File: src/rtl/tx_arbiter.sv
// tx_arbiter: grants the shared USB transmit path to one packet source at a time.
// Define TX_ARB_HS_PRIORITY_EN to give req[0] strict priority over the round-robin set.
module tx_arbiter #(
  parameter int NUM_REQ        = 2,
  parameter int TIMEOUT_CYCLES = 4096,
  parameter int IPG_CYCLES     = 16
) (
  input  logic                       clk,
  input  logic                       n_rst,
  input  logic [NUM_REQ-1:0]         req,
  input  logic                       tx_done,
  output logic [NUM_REQ-1:0]         grant,
  output logic [$clog2(NUM_REQ)-1:0] grant_id,
  output logic                       tx_start,
  output logic                       busy,
  output logic                       timeout
);

  localparam int IW = $clog2(NUM_REQ);
  localparam int CW = $clog2(TIMEOUT_CYCLES) + 1;
  localparam int GW = (IPG_CYCLES > 0) ? $clog2(IPG_CYCLES + 1) : 1;
  localparam int GAP_LAST_I = (IPG_CYCLES > 0) ? IPG_CYCLES - 1 : 0;

  localparam logic [CW-1:0] CNT_LAST = CW'(TIMEOUT_CYCLES - 1);
  localparam logic [CW-1:0] CNT_MAX  = '1;
  localparam logic [GW-1:0] GAP_LAST = GW'(GAP_LAST_I);

  typedef enum logic [2:0] {
    IDLE,
    GRANT,
    START,
    ACTIVE,
    HOLDOFF
  } state_e;

  state_e             state_q, state_d;
  logic [NUM_REQ-1:0] grant_q, grant_d;
  logic [IW-1:0]      grant_id_q, grant_id_d;
  logic [IW-1:0]      last_id_q, last_id_d;
  logic               tx_start_q, tx_start_d;
  logic               busy_q, busy_d;
  logic               timeout_q, timeout_d;
  logic [CW-1:0]      cnt_q, cnt_d;
  logic [GW-1:0]      gap_q, gap_d;

  logic [NUM_REQ-1:0] rr_req;
  logic               win_vld;
  logic [IW-1:0]      win_id;
  logic [IW:0]        idx;

  // Search starts one past the last owner and wraps.
  always_comb begin
    rr_req  = req;
    win_vld = 1'b0;
    win_id  = '0;
    idx     = '0;
`ifdef TX_ARB_HS_PRIORITY_EN
    rr_req[0] = 1'b0;
`endif
    for (int i = 1; i <= NUM_REQ; i++) begin
      idx = (IW+1)'(last_id_q) + (IW+1)'(i);
      if (idx >= (IW+1)'(NUM_REQ))
        idx = idx - (IW+1)'(NUM_REQ);
      if (!win_vld && rr_req[idx[IW-1:0]]) begin
        win_vld = 1'b1;
        win_id  = idx[IW-1:0];
      end
    end
`ifdef TX_ARB_HS_PRIORITY_EN
    if (req[0]) begin
      win_vld = 1'b1;
      win_id  = '0;
    end
`endif
  end

  always_comb begin
    state_d    = state_q;
    grant_d    = grant_q;
    grant_id_d = grant_id_q;
    last_id_d  = last_id_q;
    tx_start_d = 1'b0;
    busy_d     = busy_q;
    timeout_d  = 1'b0;
    cnt_d      = cnt_q;
    gap_d      = gap_q;
    case (state_q)
      IDLE: begin
        if (win_vld) begin
          state_d    = GRANT;
          grant_d    = NUM_REQ'(1) << win_id;
          grant_id_d = win_id;
          busy_d     = 1'b1;
`ifdef TX_ARB_HS_PRIORITY_EN
          if (win_id != '0)
            last_id_d = win_id;
`else
          last_id_d = win_id;
`endif
        end
      end
      GRANT: begin
        state_d    = START;
        tx_start_d = 1'b1;
      end
      START: begin
        state_d = ACTIVE;
        cnt_d   = '0;
      end
      ACTIVE: begin
        if (tx_done) begin
          state_d = HOLDOFF;
          grant_d = '0;
          gap_d   = '0;
        end else if (cnt_q == CNT_LAST) begin
          state_d   = HOLDOFF;
          grant_d   = '0;
          gap_d     = '0;
          timeout_d = 1'b1;
        end else if (cnt_q != CNT_MAX) begin
          cnt_d = cnt_q + CW'(1);
        end
      end
      HOLDOFF: begin
        if (gap_q == GAP_LAST) begin
          state_d = IDLE;
          busy_d  = 1'b0;
        end else begin
          gap_d = gap_q + GW'(1);
        end
      end
      default: begin
        state_d = IDLE;
        grant_d = '0;
        busy_d  = 1'b0;
      end
    endcase
  end

  always_ff @(posedge clk or negedge n_rst) begin
    if (!n_rst) begin
      state_q    <= IDLE;
      grant_q    <= '0;
      grant_id_q <= '0;
      last_id_q  <= IW'(NUM_REQ - 1);
      tx_start_q <= 1'b0;
      busy_q     <= 1'b0;
      timeout_q  <= 1'b0;
      cnt_q      <= '0;
      gap_q      <= '0;
    end else begin
      state_q    <= state_d;
      grant_q    <= grant_d;
      grant_id_q <= grant_id_d;
      last_id_q  <= last_id_d;
      tx_start_q <= tx_start_d;
      busy_q     <= busy_d;
      timeout_q  <= timeout_d;
      cnt_q      <= cnt_d;
      gap_q      <= gap_d;
    end
  end

  assign grant    = grant_q;
  assign grant_id = grant_id_q;
  assign tx_start = tx_start_q;
  assign busy     = busy_q;
  assign timeout  = timeout_q;

endmodule
File: config.mk
export PLATFORM = sky130hd
export DESIGN_NAME = tx_arbiter
export DESIGN_NICKNAME = d
export VERILOG_FILES = /design/src/rtl/tx_arbiter.sv
export SDC_FILE = /design/constraint.sdc
export NUM_CORES = 1
export LEC_CHECK = 0
export BUFFER_PORTS_ARGS = -buffer_cell sky130_fd_sc_hd__buf_2
export CAP_MARGIN = 20
export CORE_MARGIN = 2
export CORE_UTILIZATION = 53
export CTS_CLUSTER_DIAMETER = 50
export CTS_CLUSTER_SIZE = 24
export DETAILED_ROUTE_END_ITERATION = 8
export PLACE_DENSITY = 0.81
export SETUP_SLACK_MARGIN = 0.5
export SLEW_MARGIN = 25
export SYNTH_ARGS = -nofsm -noshare
export SYNTH_HDL_FRONTEND = slang
export SYNTH_SLANG_ARGS = --single-unit
File: constraint.sdc
create_clock -name clk -period 2 [get_ports clk]
set_input_delay 0.2 -clock clk [delete_from_list [all_inputs] [get_ports clk]]
set_output_delay 0.2 -clock clk [all_outputs]
set_load 0.05 [all_outputs]
**Word-level counts from Yosys, hierarchy flattened**

Cells that the tools add are included.

- Order comparisons: 4
- Eq/ne operators: 14
- Div/mod/pow operators: 0
- Multiplexer cells: 34
- Reductions and logical operators: 13
- Add/sub/neg operators: 6
- Bitwise operators: 2
- Multipliers: 0
- Shift-type cells: 1

Operators by type and width:

| kind | number |
|---|---|
| two-way mux 13 bit | 3 |
| one-hot mux 13 bit (2 select lines) | 1 |
| two-way mux 1 bit | 16 |
| two-way mux 5 bit | 3 |
| one-hot mux 3 bit (5 select lines) | 1 |
| adder 13 x 1 -> 13 bit (second input constant) | 1 |
| == test 13 x 12 -> 1 bit (second input constant) | 1 |
| != test 13 bit (second input constant) | 1 |
| two-way mux 3 bit | 4 |
| != test 2 bit (second input constant) | 6 |
| AND reduction 3 bit | 4 |
| one-hot mux 5 bit (2 select lines) | 1 |
| == test 3 x 2 -> 1 bit (second input constant) | 2 |
| two-way mux 2 bit | 3 |
| one-hot mux 2 bit (3 select lines) | 1 |
| OR reduction 3 bit | 2 |
| adder 5 x 1 -> 5 bit (second input constant) | 1 |
| == test 5 x 4 -> 1 bit (second input constant) | 1 |
| greater-or-equal comparator 2 bit (second input constant) | 2 |
| < comparator 1 x 2 -> 1 bit (second input constant) | 2 |
| AND reduction 4 bit | 1 |
| nonzero test 2 bit | 2 |
| == test 3 x 1 -> 1 bit (second input constant) | 1 |
| == test 3 bit (second input constant) | 1 |
| other kinds (11) | 13 |

- Output and inout bits: 6
- RAM bits: 0
- Memories: 0
- Bits in latches: 0
- Bits in read-only memories: 0
- Register bits after elaboration: 28
- Input port bits: 5

**Longest topological paths before layout**

Gate-level depths: netlist (run 1).

- Depth in word-level cells: 12
- Mapped depth: 7
- Depth with buffers taken out: 7

**Worst setup path after synthesis (run 1)**

OpenSTA, ideal clock, no wires.

- Path type: reg2reg
- Start point: register gap_q[0]
- End point: register gap_q[3]
- Period minus slack after synthesis: 1.890 ns
- Stages on the path, launching flop included: 7
- Arrival time: 1.770 ns
- Setup slack: 0.110 ns
- Required time: 1.880 ns
- Path through: dfrtp_1 -> ha_1 -> and3_1 -> ha_1 -> nor4b_1 -> nand4_1 -> a31o_1

- Word-level cells in the longest chain between the ends: 3
- Elaborated cells between the ends (all ways): 6

RTL lines:

| item | RTL line | source |
|---|---|---|
| start: declaration | 44 | `logic [GW-1:0] gap_q, gap_d;` |
| start signal: assignment | 160 | `gap_q <= gap_d;` |
| adder 5 x 1 -> 5 bit / == test 5 x 4 -> 1 bit (equally long branches) | 129, 125 |  |
| two-way mux 5 bit / != test 2 bit (equally long branches) | n/a |  |
| one-hot mux 5 bit (2 select lines) / AND reduction 3 bit (equally long branches) | n/a |  |

Parallel ways exist; a longest one is shown, timed or not. The select of a mux whose other input is x is not followed.
A chain may end at the register's enable or synchronous reset.

**Worst setup path in the final report (run 1)**

- Start point: register cnt_q[0]
- End point: register cnt_q[5]

- Word-level cells in the longest chain between the ends: 5
- Elaborated cells between the ends (all ways): 10

RTL lines:

| item | RTL line | source |
|---|---|---|
| start: declaration | 43 | `logic [CW-1:0] cnt_q, cnt_d;` |
| start signal: assignment | 159 | `cnt_q <= cnt_d;` |
| adder 13 x 1 -> 13 bit | 121 | `cnt_d = cnt_q + CW'(1);` |
| two-way mux 13 bit | 120 | `end else if (cnt_q != CNT_MAX) begin` |
| two-way mux 13 bit | 115 | `end else if (cnt_q == CNT_LAST) begin` |
| two-way mux 13 bit | 111 | `if (tx_done) begin` |
| one-hot mux 13 bit (2 select lines) | 87 | `case (state_q)` |

Parallel ways exist; a longest one is shown, timed or not. The select of a mux whose other input is x is not followed.

==> run_summary.xml, run 1 <==
<?xml version="1.0" encoding="UTF-8"?>
<metrics>
  <group name="synth">
    <metric name="synth_top_flop_cell" unit="">sky130_fd_sc_hd__dfrtp_1</metric>
    <metric name="edff_count_synth" unit="">0</metric>
    <metric name="yosysWarnings" unit="">0</metric>
    <metric name="synth.net_count" unit="">154</metric>
    <metric name="async_s_r_ff_share_synth" unit="%">100</metric>
    <metric name="postSynthCellCount" unit="">146</metric>
    <metric name="avgSynthCellArea" unit="sq um">10.5</metric>
    <metric name="synthDominantAreaCellType" unit="">sky130_fd_sc_hd__dfrtp_1</metric>
    <metric name="synth_cell_types" unit="">54</metric>
    <metric name="synth_top_area_share" unit="%">44.1</metric>
    <metric name="synth_area" unit="sq mm">0.00153</metric>
    <metric name="synthesis_stage_register_bit_count" unit="">28</metric>
    <metric name="synth_area_leaders" unit="">sky130_fd_sc_hd__dfrtp_1, sky130_fd_sc_hd__nand2_1, sky130_fd_sc_hd__o21ai_0</metric>
    <metric name="seq_area_frac_synth" unit="%">45.8</metric>
  </group>
  <group name="setup_path">
    <metric name="worstSetupEndpointType" unit="">flip-flop</metric>
    <metric name="critPathKind" unit="">flip-flop to flip-flop</metric>
    <metric name="launching_point_of_the_worst_reg2reg_path" unit="">cnt_q[0]</metric>
    <metric name="critical_path.n_buffers_inverters" unit="">1</metric>
    <metric name="critical_path.reg2reg.endpoint" unit="">cnt_q[5]</metric>
    <metric name="worst-r2r-setup-slack" unit="ps">280</metric>
    <metric name="crit_cells" unit="">6</metric>
    <metric name="worst_setup_path_start_kind" unit="">flip-flop</metric>
    <metric name="cp_slowest_cell" unit="">sky130_fd_sc_hd__dfrtp_1</metric>
    <metric name="critical_path_required" unit="ps">2240</metric>
    <metric name="critical_path.endpoint" unit="">cnt_q[5]</metric>
    <metric name="critical_path_arrival" unit="ps">1960</metric>
    <metric name="startpoint" unit="">cnt_q[0]</metric>
    <metric name="worst-path-max-fanout" unit="">5</metric>
    <metric name="r2r_cell_count" unit="">6</metric>
    <metric name="cp_top_family" unit="">compound AO/OA/AOI/OAI gates</metric>
    <metric name="timing.critical_path.cells" unit="">ha_4 &gt; nand3_4 &gt; o31ai_4 &gt; buf_6 &gt; nor3_1 &gt; a211o_1</metric>
    <metric name="slowest_delay" unit="ps">470</metric>
  </group>
  <group name="detailed_routing">
    <metric name="route.vias.total" unit="">1423</metric>
    <metric name="remaining_drc_errors" unit="">0</metric>
    <metric name="route.detailed.wl_per_inst" unit="um">18.5</metric>
    <metric name="drt_first_pass_iters" unit="">4</metric>
    <metric name="met1_length" unit="um">1710</metric>
    <metric name="maxUsedRoutingLayer" unit="">met4</metric>
    <metric name="antenna_violating_nets_post_route" unit="">0</metric>
    <metric name="detail_route.vias_per_cell" unit="">6.38</metric>
    <metric name="routed_wl" unit="um">4140</metric>
    <metric name="met2_routed_length" unit="um">2190</metric>
    <metric name="route.met3.wl" unit="um">128</metric>
    <metric name="first_iter_violations" unit="">48</metric>
  </group>
  <group name="global_route">
    <metric name="global_route_wire_length_before_repair" unit="um">6160</metric>
    <metric name="vias_in_the_first_global_route" unit="">1324</metric>
    <metric name="grt_util_all_layers" unit="%">24.0</metric>
    <metric name="grt_antenna_before_repair" unit="">0</metric>
    <metric name="grt-ovfl-total" unit="">0</metric>
    <metric name="largest_net_degree_at_the_start_of_global_routing" unit="">29</metric>
  </group>
  <group name="cells_and_area">
    <metric name="finalNetCount" unit="">201</metric>
    <metric name="final_core_utilization" unit="%">77.5</metric>
    <metric name="layout-drive-gt1-share" unit="%">48.4</metric>
    <metric name="antenna-diode-count" unit="">0</metric>
    <metric name="layout-area-overhead-vs-synth" unit="%">39.6</metric>
  </group>
  <group name="sta">
    <metric name="finalSetupViolations" unit="">0</metric>
    <metric name="finalWorstPathRequiredPeriod" unit="ps">1720</metric>
    <metric name="worst_slew_margin_rel" unit="%">58.0</metric>
    <metric name="min_period_over_period" unit="%">86.2</metric>
    <metric name="worst_slew_pin_slew" unit="ps">630</metric>
    <metric name="grt_setup_unrepaired" unit="">true</metric>
    <metric name="tns" unit="ps">0</metric>
    <metric name="final-hold-violation-count" unit="">0</metric>
    <metric name="slew_viol_final" unit="">0</metric>
    <metric name="fmax" unit="GHz">0.580</metric>
    <metric name="clock-skew-final" unit="ps">22.1</metric>
    <metric name="hold-worst-slack" unit="ps">20.8</metric>
  </group>
  <group name="clocking">
    <metric name="clk_pin_slew_worst_paths" unit="ps">170</metric>
    <metric name="ctsLongestPathBuffers" unit="">2</metric>
    <metric name="cts_inserted_buffers" unit="">3</metric>
    <metric name="tritoncts" unit="">yes</metric>
    <metric name="clock_sinks" unit="">28</metric>
    <metric name="clock_tree.root_cell" unit="">sky130_fd_sc_hd__clkbuf_4</metric>
    <metric name="worst_skew_pair.late_latency" unit="ps">360</metric>
    <metric name="clock_tree.htree_level_count" unit="">1</metric>
  </group>
  <group name="floorplanning">
    <metric name="start_util" unit="%">55.5</metric>
    <metric name="die_x" unit="um">57.8</metric>
    <metric name="die_area" unit="sq mm">0.00334</metric>
    <metric name="die_height" unit="um">57.8</metric>
    <metric name="core_region_area" unit="sq mm">0.00276</metric>
    <metric name="io_pins" unit="">11</metric>
    <metric name="core.rowCount" unit="">19</metric>
  </group>
  <group name="placed_design">
    <metric name="port-buffer-count" unit="">10</metric>
    <metric name="gp_congestion" unit="">0.849</metric>
    <metric name="detailedPlacementHpwl" unit="um">2230</metric>
  </group>
  <group name="run">
    <metric name="max_cap_viol_count" unit="">0</metric>
  </group>
  <group name="pwr">
    <metric name="leakage" unit="nW">1.00</metric>
    <metric name="power.ir.vdd_worst" unit="V">0.00123</metric>
    <metric name="power_density" unit="mW/mm^2">1210</metric>
  </group>
  <group name="run_status">
    <metric name="status" unit="">complete, no violations</metric>
  </group>
  <group name="hold_path">
    <metric name="worst_hold_path.num_cells" unit="">2</metric>
    <metric name="min_path_type" unit="">input pin to flip-flop</metric>
  </group>
</metrics>
[timing repair]
item,4_1_cts,5_1_grt
pin swaps,19,17
buffers inserted,16,15
hold endpoints to repair,27,0
gates cloned,2,0
setup endpoints to repair,16,21
resized for setup,14,25
hold buffers,1,0
[logic make-up after synthesis]
| group | share of synthesized area [%] |
|---|---|
| adders and majority gates | 2.45 |
| muxes | 0.980 |
| buffers and inverters | 2.61 |
| and+or+nand+nor | 24.9 |
| AOI/OAI and AO/OA | 23.2 |
| DFF | 45.8 |
[metal layers]
layer | vias to the layer above | global-route usage [%]
met5 | - | 0
met4 | 0 | 10.6
met3 | 6 | 2.01
met2 | 38 | 41.1
met1 | 724 | 31.0
li1 | 655 | -
[synth_stat cells, types with 2 or more instances]
master / count
sky130_fd_sc_hd__o21ai_0: 8
sky130_fd_sc_hd__a21oi_1: 2
sky130_fd_sc_hd__a21o_1: 3
sky130_fd_sc_hd__dfrtp_1: 27
sky130_fd_sc_hd__nor3b_1: 2
sky130_fd_sc_hd__or3_1: 2
sky130_fd_sc_hd__nand3b_1: 2
sky130_fd_sc_hd__ha_1: 3
sky130_fd_sc_hd__o31ai_1: 5
sky130_fd_sc_hd__and3_1: 5
sky130_fd_sc_hd__nand4_1: 2
sky130_fd_sc_hd__a211o_1: 4
sky130_fd_sc_hd__nand2b_1: 2
sky130_fd_sc_hd__nand2_1: 16
sky130_fd_sc_hd__nor2_1: 6
sky130_fd_sc_hd__clkbuf_1: 2
sky130_fd_sc_hd__o22ai_1: 2
sky130_fd_sc_hd__o41ai_1: 2
sky130_fd_sc_hd__nor3_1: 7
sky130_fd_sc_hd__buf_2: 2
sky130_fd_sc_hd__o211ai_1: 2
sky130_fd_sc_hd__o211a_1: 2
sky130_fd_sc_hd__inv_1: 4
sky130_fd_sc_hd__nand3_1: 3
sky130_fd_sc_hd__a31o_1: 2
[report_power, final]
| part | switching (mW) | internal, mW |
|---|---|---|
| clock network | 0.185 | 0.203 |
| registers | 0.140 | 0.722 |
| logic | 0.756 | 0.591 |
| total | 1.08 | 1.52 |
[placed cells by master (no fill, tap or decap), types with 3 or more instances in the layout]
cell type and count:
sky130_fd_sc_hd__buf_6 5, sky130_fd_sc_hd__dfrtp_1 17, sky130_fd_sc_hd__and3_1 3, sky130_fd_sc_hd__a21o_1 3
sky130_fd_sc_hd__o21ai_0 5, sky130_fd_sc_hd__a211o_1 4, sky130_fd_sc_hd__dfrtp_2 10, sky130_fd_sc_hd__buf_2 10
sky130_fd_sc_hd__nor3_1 5, sky130_fd_sc_hd__nand2_1 15, sky130_fd_sc_hd__o21ai_1 3, sky130_fd_sc_hd__nor4_4 3
sky130_fd_sc_hd__inv_1 4, sky130_fd_sc_hd__nand3_1 3, sky130_fd_sc_hd__nor2_1 5, sky130_fd_sc_hd__clkbuf_4 3
sky130_fd_sc_hd__buf_4 29
[stage by stage]
step / instances / total power, mW / instance area, sq um / setup WS [ps]
finish: 223 / 2.60 / 2140 / 276
global route: 223 / 2.74 / 2140 / 247
CTS: 208 / 2.38 / 1920 / 282
detailed placement: 185 / 1.80 / 1690 / 208
global placement: 185 / 1.74 / 1690 / 252
floorplan: 146 / 1.58 / 1610 / 351
[sequential cells by signal, indices dropped and copies added, names as in the netlist]
register   flops
busy           1
cnt_q         13
gap_q          5
grant          2
grant_id       1
last_id_q      1
state_q        3
timeout        1
tx_start       1
[worst min-delay path by stage]
| stage | startpoint | endpoint | slack (ps) |
|---|---|---|---|
| after floorplan | n_rst | busy | -100 |
| after global placement | n_rst | cnt_q[3] | 240 |
| after detailed placement | n_rst | cnt_q[3] | 250 |
| after CTS | req[0] | last_id_q | 30 |
| after global routing | req[0] | last_id_q | 20 |
| final | req[0] | last_id_q | 20 |
[final cells by class]
cell class,count,area [sq um]
Sequential cell,28,714
Clock buffer,3,22.5
Fill cell,181,619
Timing Repair Buffer,45,334
Inverter,4,15.0
Clock inverter,1,30.0
Multi-Input combinational cell,111,983
Tap cell,31,38.8
[worst reg2reg max path, cell delays in order, from the launching register on]
cell and delay (ps):
sky130_fd_sc_hd__dfrtp_1 470, sky130_fd_sc_hd__ha_4 190, sky130_fd_sc_hd__nand3_4 150, sky130_fd_sc_hd__o31ai_4 310, sky130_fd_sc_hd__buf_6 180, sky130_fd_sc_hd__nor3_1 70
sky130_fd_sc_hd__a211o_1 240
Power figures use the tool's default switching activity.
==> run 2: changes to the inputs <==
- CORE_UTILIZATION: 53 -> 52
- PLACE_DENSITY: 0.81 -> 0.8
==> run_summary.xml, run 2 (same netlist as run 1, synthesis figures left out) <==
<?xml version="1.0" encoding="UTF-8"?>
<metrics>
  <group name="run_status">
    <metric name="status" unit="">complete, no violations</metric>
  </group>
  <group name="setup_path">
    <metric name="slowest_delay" unit="ps">570</metric>
    <metric name="critical_path_arrival" unit="ps">2020</metric>
    <metric name="critical_path.n_buffers_inverters" unit="">2</metric>
    <metric name="critical_path_required" unit="ps">2250</metric>
    <metric name="startpoint" unit="">cnt_q[3]</metric>
    <metric name="worst-path-max-fanout" unit="">6</metric>
    <metric name="critical_path.reg2reg.endpoint" unit="">cnt_q[2]</metric>
    <metric name="critPathKind" unit="">flip-flop to flip-flop</metric>
    <metric name="worst-r2r-setup-slack" unit="ps">230</metric>
    <metric name="critical_path.endpoint" unit="">cnt_q[2]</metric>
    <metric name="worst_setup_path_start_kind" unit="">flip-flop</metric>
    <metric name="worstSetupEndpointType" unit="">flip-flop</metric>
    <metric name="timing.critical_path.cells" unit="">nand3_4 &gt; buf_6 &gt; o31ai_4 &gt; buf_6 &gt; nor3b_2 &gt; a221o_1</metric>
    <metric name="cp_top_family" unit="">compound AO/OA/AOI/OAI gates</metric>
    <metric name="launching_point_of_the_worst_reg2reg_path" unit="">cnt_q[3]</metric>
    <metric name="crit_cells" unit="">6</metric>
    <metric name="critical_path.most_common_cell" unit="">sky130_fd_sc_hd__buf_6</metric>
    <metric name="r2r_cell_count" unit="">6</metric>
    <metric name="cp_slowest_cell" unit="">sky130_fd_sc_hd__dfrtp_1</metric>
  </group>
  <group name="cells_and_area">
    <metric name="registers.top_by_ff_count" unit="">cnt_q</metric>
    <metric name="layoutNonFillerInstCount" unit="">219</metric>
    <metric name="layout_common_cells" unit="">sky130_fd_sc_hd__buf_4, sky130_fd_sc_hd__dfrtp_1, sky130_fd_sc_hd__nand2_1</metric>
    <metric name="n_fill_cell" unit="">177</metric>
    <metric name="largestRegisters" unit="">cnt_q (13), gap_q (5), state_q (3)</metric>
    <metric name="final_core_utilization" unit="%">74.8</metric>
    <metric name="layout_commonest_cell" unit="">sky130_fd_sc_hd__buf_4</metric>
    <metric name="finalNetCount" unit="">197</metric>
    <metric name="layout-area-overhead-vs-synth" unit="%">35.9</metric>
    <metric name="antenna-diode-count" unit="">0</metric>
    <metric name="final_area" unit="sq mm">0.00208</metric>
    <metric name="layout-drive-gt1-share" unit="%">46.3</metric>
    <metric name="largest_reg_flops" unit="">13</metric>
  </group>
  <group name="pwr">
    <metric name="power.ir.vdd_worst" unit="V">0.00110</metric>
    <metric name="pwr-share-comb" unit="%">52.4</metric>
    <metric name="power" unit="mW">2.37</metric>
    <metric name="share_clk_of_total_power" unit="%">10.5</metric>
    <metric name="seq_power_share" unit="%">37.1</metric>
    <metric name="power_report.internal_total" unit="mW">1.32</metric>
    <metric name="netSwitchingFraction" unit="%">44.3</metric>
    <metric name="p_switching" unit="mW">1.05</metric>
    <metric name="power_density" unit="mW/mm^2">1140</metric>
    <metric name="leakage" unit="nW">0.966</metric>
  </group>
  <group name="sta">
    <metric name="worst_slew_margin_rel" unit="%">57.9</metric>
    <metric name="final-hold-violation-count" unit="">0</metric>
    <metric name="fmax" unit="GHz">0.565</metric>
    <metric name="slew_viol_final" unit="">0</metric>
    <metric name="grt_setup_unrepaired" unit="">true</metric>
    <metric name="postLayoutSetupSlackWorst" unit="ps">230</metric>
    <metric name="clock-skew-final" unit="ps">21.7</metric>
    <metric name="hold-worst-slack" unit="ps">69.1</metric>
    <metric name="tns" unit="ps">0</metric>
    <metric name="worst_slew_pin_slew" unit="ps">632</metric>
    <metric name="finalWorstPathRequiredPeriod" unit="ps">1770</metric>
    <metric name="min_period_over_period" unit="%">88.5</metric>
    <metric name="finalSetupViolations" unit="">0</metric>
  </group>
  <group name="clocking">
    <metric name="clk_pin_slew_worst_paths" unit="ps">160</metric>
    <metric name="tritoncts" unit="">yes</metric>
    <metric name="worst_skew_pair.late_latency" unit="ps">340</metric>
    <metric name="cts_inserted_buffers" unit="">3</metric>
    <metric name="clock_tree.htree_level_count" unit="">1</metric>
    <metric name="clock_tree.root_cell" unit="">sky130_fd_sc_hd__clkbuf_4</metric>
    <metric name="ctsLongestPathBuffers" unit="">2</metric>
    <metric name="clock_sinks" unit="">28</metric>
  </group>
  <group name="hold_path">
    <metric name="min_path_type" unit="">input pin to flip-flop</metric>
  </group>
  <group name="placed_design">
    <metric name="detailedPlacementHpwl" unit="um">2190</metric>
    <metric name="gp_congestion" unit="">0.854</metric>
    <metric name="place_inst" unit="">186</metric>
    <metric name="dp_worst_setup_slack" unit="ps">235</metric>
    <metric name="dpl_cell_area" unit="sq mm">0.00170</metric>
    <metric name="port-buffer-count" unit="">10</metric>
  </group>
  <group name="floorplanning">
    <metric name="core.rowCount" unit="">19</metric>
    <metric name="die_area" unit="sq mm">0.00340</metric>
    <metric name="io_pins" unit="">11</metric>
    <metric name="die_x" unit="um">58.3</metric>
    <metric name="core_region_area" unit="sq mm">0.00278</metric>
    <metric name="die_height" unit="um">58.3</metric>
    <metric name="start_util" unit="%">55.1</metric>
  </group>
  <group name="run">
    <metric name="max_cap_viol_count" unit="">0</metric>
  </group>
  <group name="global_route">
    <metric name="grt_antenna_before_repair" unit="">0</metric>
    <metric name="grt_util_all_layers" unit="%">23.1</metric>
    <metric name="largest_net_degree_at_the_start_of_global_routing" unit="">29</metric>
    <metric name="vias_in_the_first_global_route" unit="">1282</metric>
    <metric name="global_route_wire_length_before_repair" unit="um">5910</metric>
    <metric name="grt-ovfl-total" unit="">0</metric>
  </group>
  <group name="detailed_routing">
    <metric name="drt_first_pass_iters" unit="">4</metric>
    <metric name="routed_wl" unit="um">4210</metric>
    <metric name="antenna_violating_nets_post_route" unit="">0</metric>
    <metric name="route.detailed.wl_per_inst" unit="um">19.2</metric>
    <metric name="route.vias.total" unit="">1414</metric>
    <metric name="remaining_drc_errors" unit="">0</metric>
    <metric name="first_iter_violations" unit="">70</metric>
    <metric name="detail_route.vias_per_cell" unit="">6.46</metric>
  </group>
</metrics>
[run 2: changes by cell type in the layout (fill, tap and decap cells not counted), sizes merged]
| cell | previous run | this run |
|---|---|---|
| bufinv | 1 | 0 |
| nand3 | 5 | 4 |
| clkbuf | 3 | 4 |
| buf | 44 | 41 |
[run 2: worst reg2reg max path, cell delays in order, from the launching register on]
cell	delay (ps)
sky130_fd_sc_hd__dfrtp_1	570
sky130_fd_sc_hd__nand3_4	150
sky130_fd_sc_hd__buf_6	160
sky130_fd_sc_hd__o31ai_4	310
sky130_fd_sc_hd__buf_6	170
sky130_fd_sc_hd__nor3b_2	40
sky130_fd_sc_hd__a221o_1	260
[run 2: worst min path at each step]
stage	startpoint	end	depth (start not counted)
after floorplan	n_rst	busy	0
after CTS	req[0]	last_id_q	2
after detailed placement	n_rst	cnt_q[5]	1
after global routing	req[0]	last_id_q	2
after global placement	n_rst	cnt_q[5]	1
final	req[0]	last_id_q	2
[run 2: final cells by class]
cell class              count  area [sq um]  area share (%)
flip-flops and latches     28           714            34.3
multi-input cells         110           967            46.5
well taps                  31          38.8            1.86
clock buffers               4          26.3            1.26
repair buffers             42           319            15.3
inverters                   4          15.0           0.722
[run 2: repair_timing]
action	CTS	global route
pin swaps	11	21
gates resized for setup	7	35
hold buffers	1	0
endpoints found under the hold margin	27	0
setup endpoints to repair	19	23
setup buffers	15	12
cloned	1	0
[run 2: power groups by stage]
| stage | Clock [mW] | Combinational [mW] | Sequential [mW] |
|---|---|---|---|
| final | 0.250 | 1.24 | 0.880 |
| after global placement | 0 | 0.871 | 0.872 |
| after floorplan | 0 | 0.596 | 0.983 |
| after global routing | 0.267 | 1.33 | 0.895 |
| after detailed placement | 0 | 0.901 | 0.888 |
| after CTS | 0.255 | 1.06 | 0.861 |
[run 2: layer usage]
metal | routed length, um | vias up | GRT usage, %
li1 | - | 645 | -
met3 | 164 | 10 | 4.69
met1 | 1740 | 710 | 28.0
met5 | 0 | - | 0
met4 | 97 | 0 | 13.0
met2 | 2210 | 49 | 38.2
==> run 3: changes to the inputs <==
- PLACE_DENSITY: 0.8 -> 0.77
- SETUP_SLACK_MARGIN: 0.5 -> 0.05
==> run_summary.xml, run 3 (same netlist as run 1, synthesis figures left out) <==
<?xml version="1.0" encoding="UTF-8"?>
<metrics>
  <group name="detailed_routing">
    <metric name="first_iter_violations" unit="">70</metric>
    <metric name="remaining_drc_errors" unit="">0</metric>
    <metric name="drt_first_pass_iters" unit="">4</metric>
    <metric name="antenna_violating_nets_post_route" unit="">0</metric>
    <metric name="detail_route.vias_per_cell" unit="">6.34</metric>
    <metric name="route.detailed.wl_per_inst" unit="um">15.6</metric>
    <metric name="route.vias.total" unit="">1236</metric>
    <metric name="routed_wl" unit="um">3040</metric>
  </group>
  <group name="sta">
    <metric name="min_period_over_period" unit="%">92.0</metric>
    <metric name="hold-worst-slack" unit="ps">79.6</metric>
    <metric name="clock-skew-final" unit="ps">14.9</metric>
    <metric name="finalWorstPathRequiredPeriod" unit="ps">1840</metric>
    <metric name="worst_slew_pin_slew" unit="ps">614</metric>
    <metric name="worst_slew_margin_rel" unit="%">59.0</metric>
    <metric name="finalSetupViolations" unit="">0</metric>
    <metric name="tns" unit="ps">0</metric>
    <metric name="final-hold-violation-count" unit="">0</metric>
    <metric name="grt_setup_unrepaired" unit="">false</metric>
    <metric name="slew_viol_final" unit="">0</metric>
    <metric name="fmax" unit="GHz">0.543</metric>
  </group>
  <group name="cells_and_area">
    <metric name="largestRegisters" unit="">cnt_q (13), gap_q (5), state_q (3)</metric>
    <metric name="finalNetCount" unit="">173</metric>
    <metric name="antenna-diode-count" unit="">0</metric>
    <metric name="layoutNonFillerInstCount" unit="">195</metric>
    <metric name="layout-area-overhead-vs-synth" unit="%">11.8</metric>
    <metric name="layout_commonest_cell" unit="">sky130_fd_sc_hd__dfrtp_1</metric>
    <metric name="layout_common_cells" unit="">sky130_fd_sc_hd__dfrtp_1, sky130_fd_sc_hd__nand2_1, sky130_fd_sc_hd__buf_2</metric>
    <metric name="n_fill_cell" unit="">210</metric>
    <metric name="final_area" unit="sq mm">0.00171</metric>
    <metric name="registers.top_by_ff_count" unit="">cnt_q</metric>
    <metric name="largest_reg_flops" unit="">13</metric>
    <metric name="layout-drive-gt1-share" unit="%">21.3</metric>
  </group>
  <group name="pwr">
    <metric name="netSwitchingFraction" unit="%">43.7</metric>
    <metric name="power" unit="mW">2.02</metric>
    <metric name="leakage" unit="nW">0.834</metric>
    <metric name="power.ir.vdd_worst" unit="V">0.00118</metric>
    <metric name="p_switching" unit="mW">0.884</metric>
    <metric name="power_report.internal_total" unit="mW">1.14</metric>
    <metric name="seq_power_share" unit="%">43.1</metric>
    <metric name="pwr-share-comb" unit="%">45.2</metric>
    <metric name="power_density" unit="mW/mm^2">1180</metric>
    <metric name="share_clk_of_total_power" unit="%">11.7</metric>
  </group>
  <group name="setup_path">
    <metric name="worst-path-max-fanout" unit="">4</metric>
    <metric name="critPathKind" unit="">flip-flop to flip-flop</metric>
    <metric name="critical_path_required" unit="ps">2220</metric>
    <metric name="worstSetupEndpointType" unit="">flip-flop</metric>
    <metric name="worst_setup_path_start_kind" unit="">flip-flop</metric>
    <metric name="critical_path_arrival" unit="ps">2060</metric>
  </group>
  <group name="global_route">
    <metric name="vias_in_the_first_global_route" unit="">1175</metric>
    <metric name="groute.layer.met1.usage" unit="%">25.0</metric>
    <metric name="global_route_wire_length_before_repair" unit="um">5140</metric>
    <metric name="largest_net_degree_at_the_start_of_global_routing" unit="">29</metric>
    <metric name="grt_util_all_layers" unit="%">19.5</metric>
    <metric name="grt-busiest-layer" unit="">met2</metric>
    <metric name="global_routing_met3_resource_utilization" unit="%">5.13</metric>
    <metric name="grt-ovfl-total" unit="">0</metric>
    <metric name="grt_antenna_before_repair" unit="">0</metric>
    <metric name="grt_use_met2" unit="%">33.5</metric>
  </group>
  <group name="placed_design">
    <metric name="place_inst" unit="">189</metric>
    <metric name="dpl_cell_area" unit="sq mm">0.00165</metric>
    <metric name="detailedPlacementHpwl" unit="um">2140</metric>
    <metric name="port-buffer-count" unit="">10</metric>
    <metric name="gp_congestion" unit="">0.847</metric>
  </group>
  <group name="hold_path">
    <metric name="min_path_type" unit="">input pin to flip-flop</metric>
  </group>
  <group name="clocking">
    <metric name="clock_tree.root_cell" unit="">sky130_fd_sc_hd__clkbuf_4</metric>
    <metric name="tritoncts" unit="">yes</metric>
    <metric name="clock_sinks" unit="">28</metric>
    <metric name="worst_skew_pair.late_latency" unit="ps">330</metric>
    <metric name="cts_inserted_buffers" unit="">3</metric>
    <metric name="clk_pin_slew_worst_paths" unit="ps">130</metric>
    <metric name="ctsLongestPathBuffers" unit="">2</metric>
    <metric name="clock_tree.htree_level_count" unit="">1</metric>
  </group>
  <group name="floorplanning">
    <metric name="die_height" unit="um">58.3</metric>
    <metric name="core_region_area" unit="sq mm">0.00278</metric>
    <metric name="io_pins" unit="">11</metric>
    <metric name="core.rowCount" unit="">19</metric>
    <metric name="die_x" unit="um">58.3</metric>
    <metric name="die_area" unit="sq mm">0.00340</metric>
    <metric name="start_util" unit="%">55.1</metric>
  </group>
  <group name="run_status">
    <metric name="status" unit="">complete, no violations</metric>
  </group>
  <group name="run">
    <metric name="max_cap_viol_count" unit="">0</metric>
  </group>
</metrics>
-- run 3: layout make-up --
class / instances / area, sq um / area share, %
Multi-Input combinational cell: 109 / 810 / 47.3
Clock buffer: 4 / 26.3 / 1.54
Timing Repair Buffer: 19 / 120 / 7.02
Tap cell: 31 / 38.8 / 2.27
Inverter: 4 / 15.0 / 0.877
Sequential cell: 28 / 702 / 41.0
-- run 3: stage by stage --
stage / setup WS, ps / utilization, %
2_1_floorplan: 110 / -
3_3_place_gp: 166 / 59.2
3_5_place_dp: 81.0 / 59.2
4_1_cts: 58.7 / 60.5
5_1_grt: 54.3 / 61.5
6_report: 160 / 61.5
-- run 3: critical path, stage by stage (launching register included) --
cell and delay [ps]:
sky130_fd_sc_hd__dfrtp_1 420, sky130_fd_sc_hd__ha_2 190, sky130_fd_sc_hd__and3_1 190, sky130_fd_sc_hd__ha_2 200, sky130_fd_sc_hd__nor4b_4 250, sky130_fd_sc_hd__buf_4 160
sky130_fd_sc_hd__nand4_1 110, sky130_fd_sc_hd__a31o_1 240
-- run 3: routing by layer --
| metal | up-vias | part of all wire, % |
|---|---|---|
| li1 | 594 | - |
| met1 | 620 | 45 |
| met2 | 20 | 52 |
| met3 | 2 | 3.0 |
| met4 | 0 | 0.56 |
| met5 | - | 0 |
-- run 3: what timing repair did --
item	4_1_cts	5_1_grt
endpoints found under the setup margin	0	3
resized for setup	0	4
hold buffers	1	0
hold endpoints to repair	27	0
setup buffers	0	1
-- run 3: power by group through the flow --
| stage | clock network (mW) | logic [mW] | registers [mW] |
|---|---|---|---|
| 5_1_grt | 0.273 | 1.00 | 0.896 |
| 4_1_cts | 0.252 | 0.882 | 0.867 |
| 3_3_place_gp | 0 | 0.859 | 0.867 |
| 2_1_floorplan | 0 | 0.547 | 0.970 |
| 3_5_place_dp | 0 | 0.879 | 0.879 |
| 6_report | 0.238 | 0.914 | 0.872 |
-- run 3: worst paths after layout --
| kind | start | slack (ps) | cells past startpoint | endpoint |
|---|---|---|---|---|
| worst max-delay path | gap_q[1] | 160 | 7 | gap_q[3] |
| worst min-delay path | req[0] | 80 | 2 | last_id_q |
| worst max register to register | gap_q[1] | 160 | 7 | gap_q[3] |
| worst min register to register | grant[1] | 490 | 1 | grant[1] |
| max in group asynchronous | n_rst | 1190 | 2 | grant_id |
| min in group asynchronous | n_rst | 390 | 2 | cnt_q[5] |
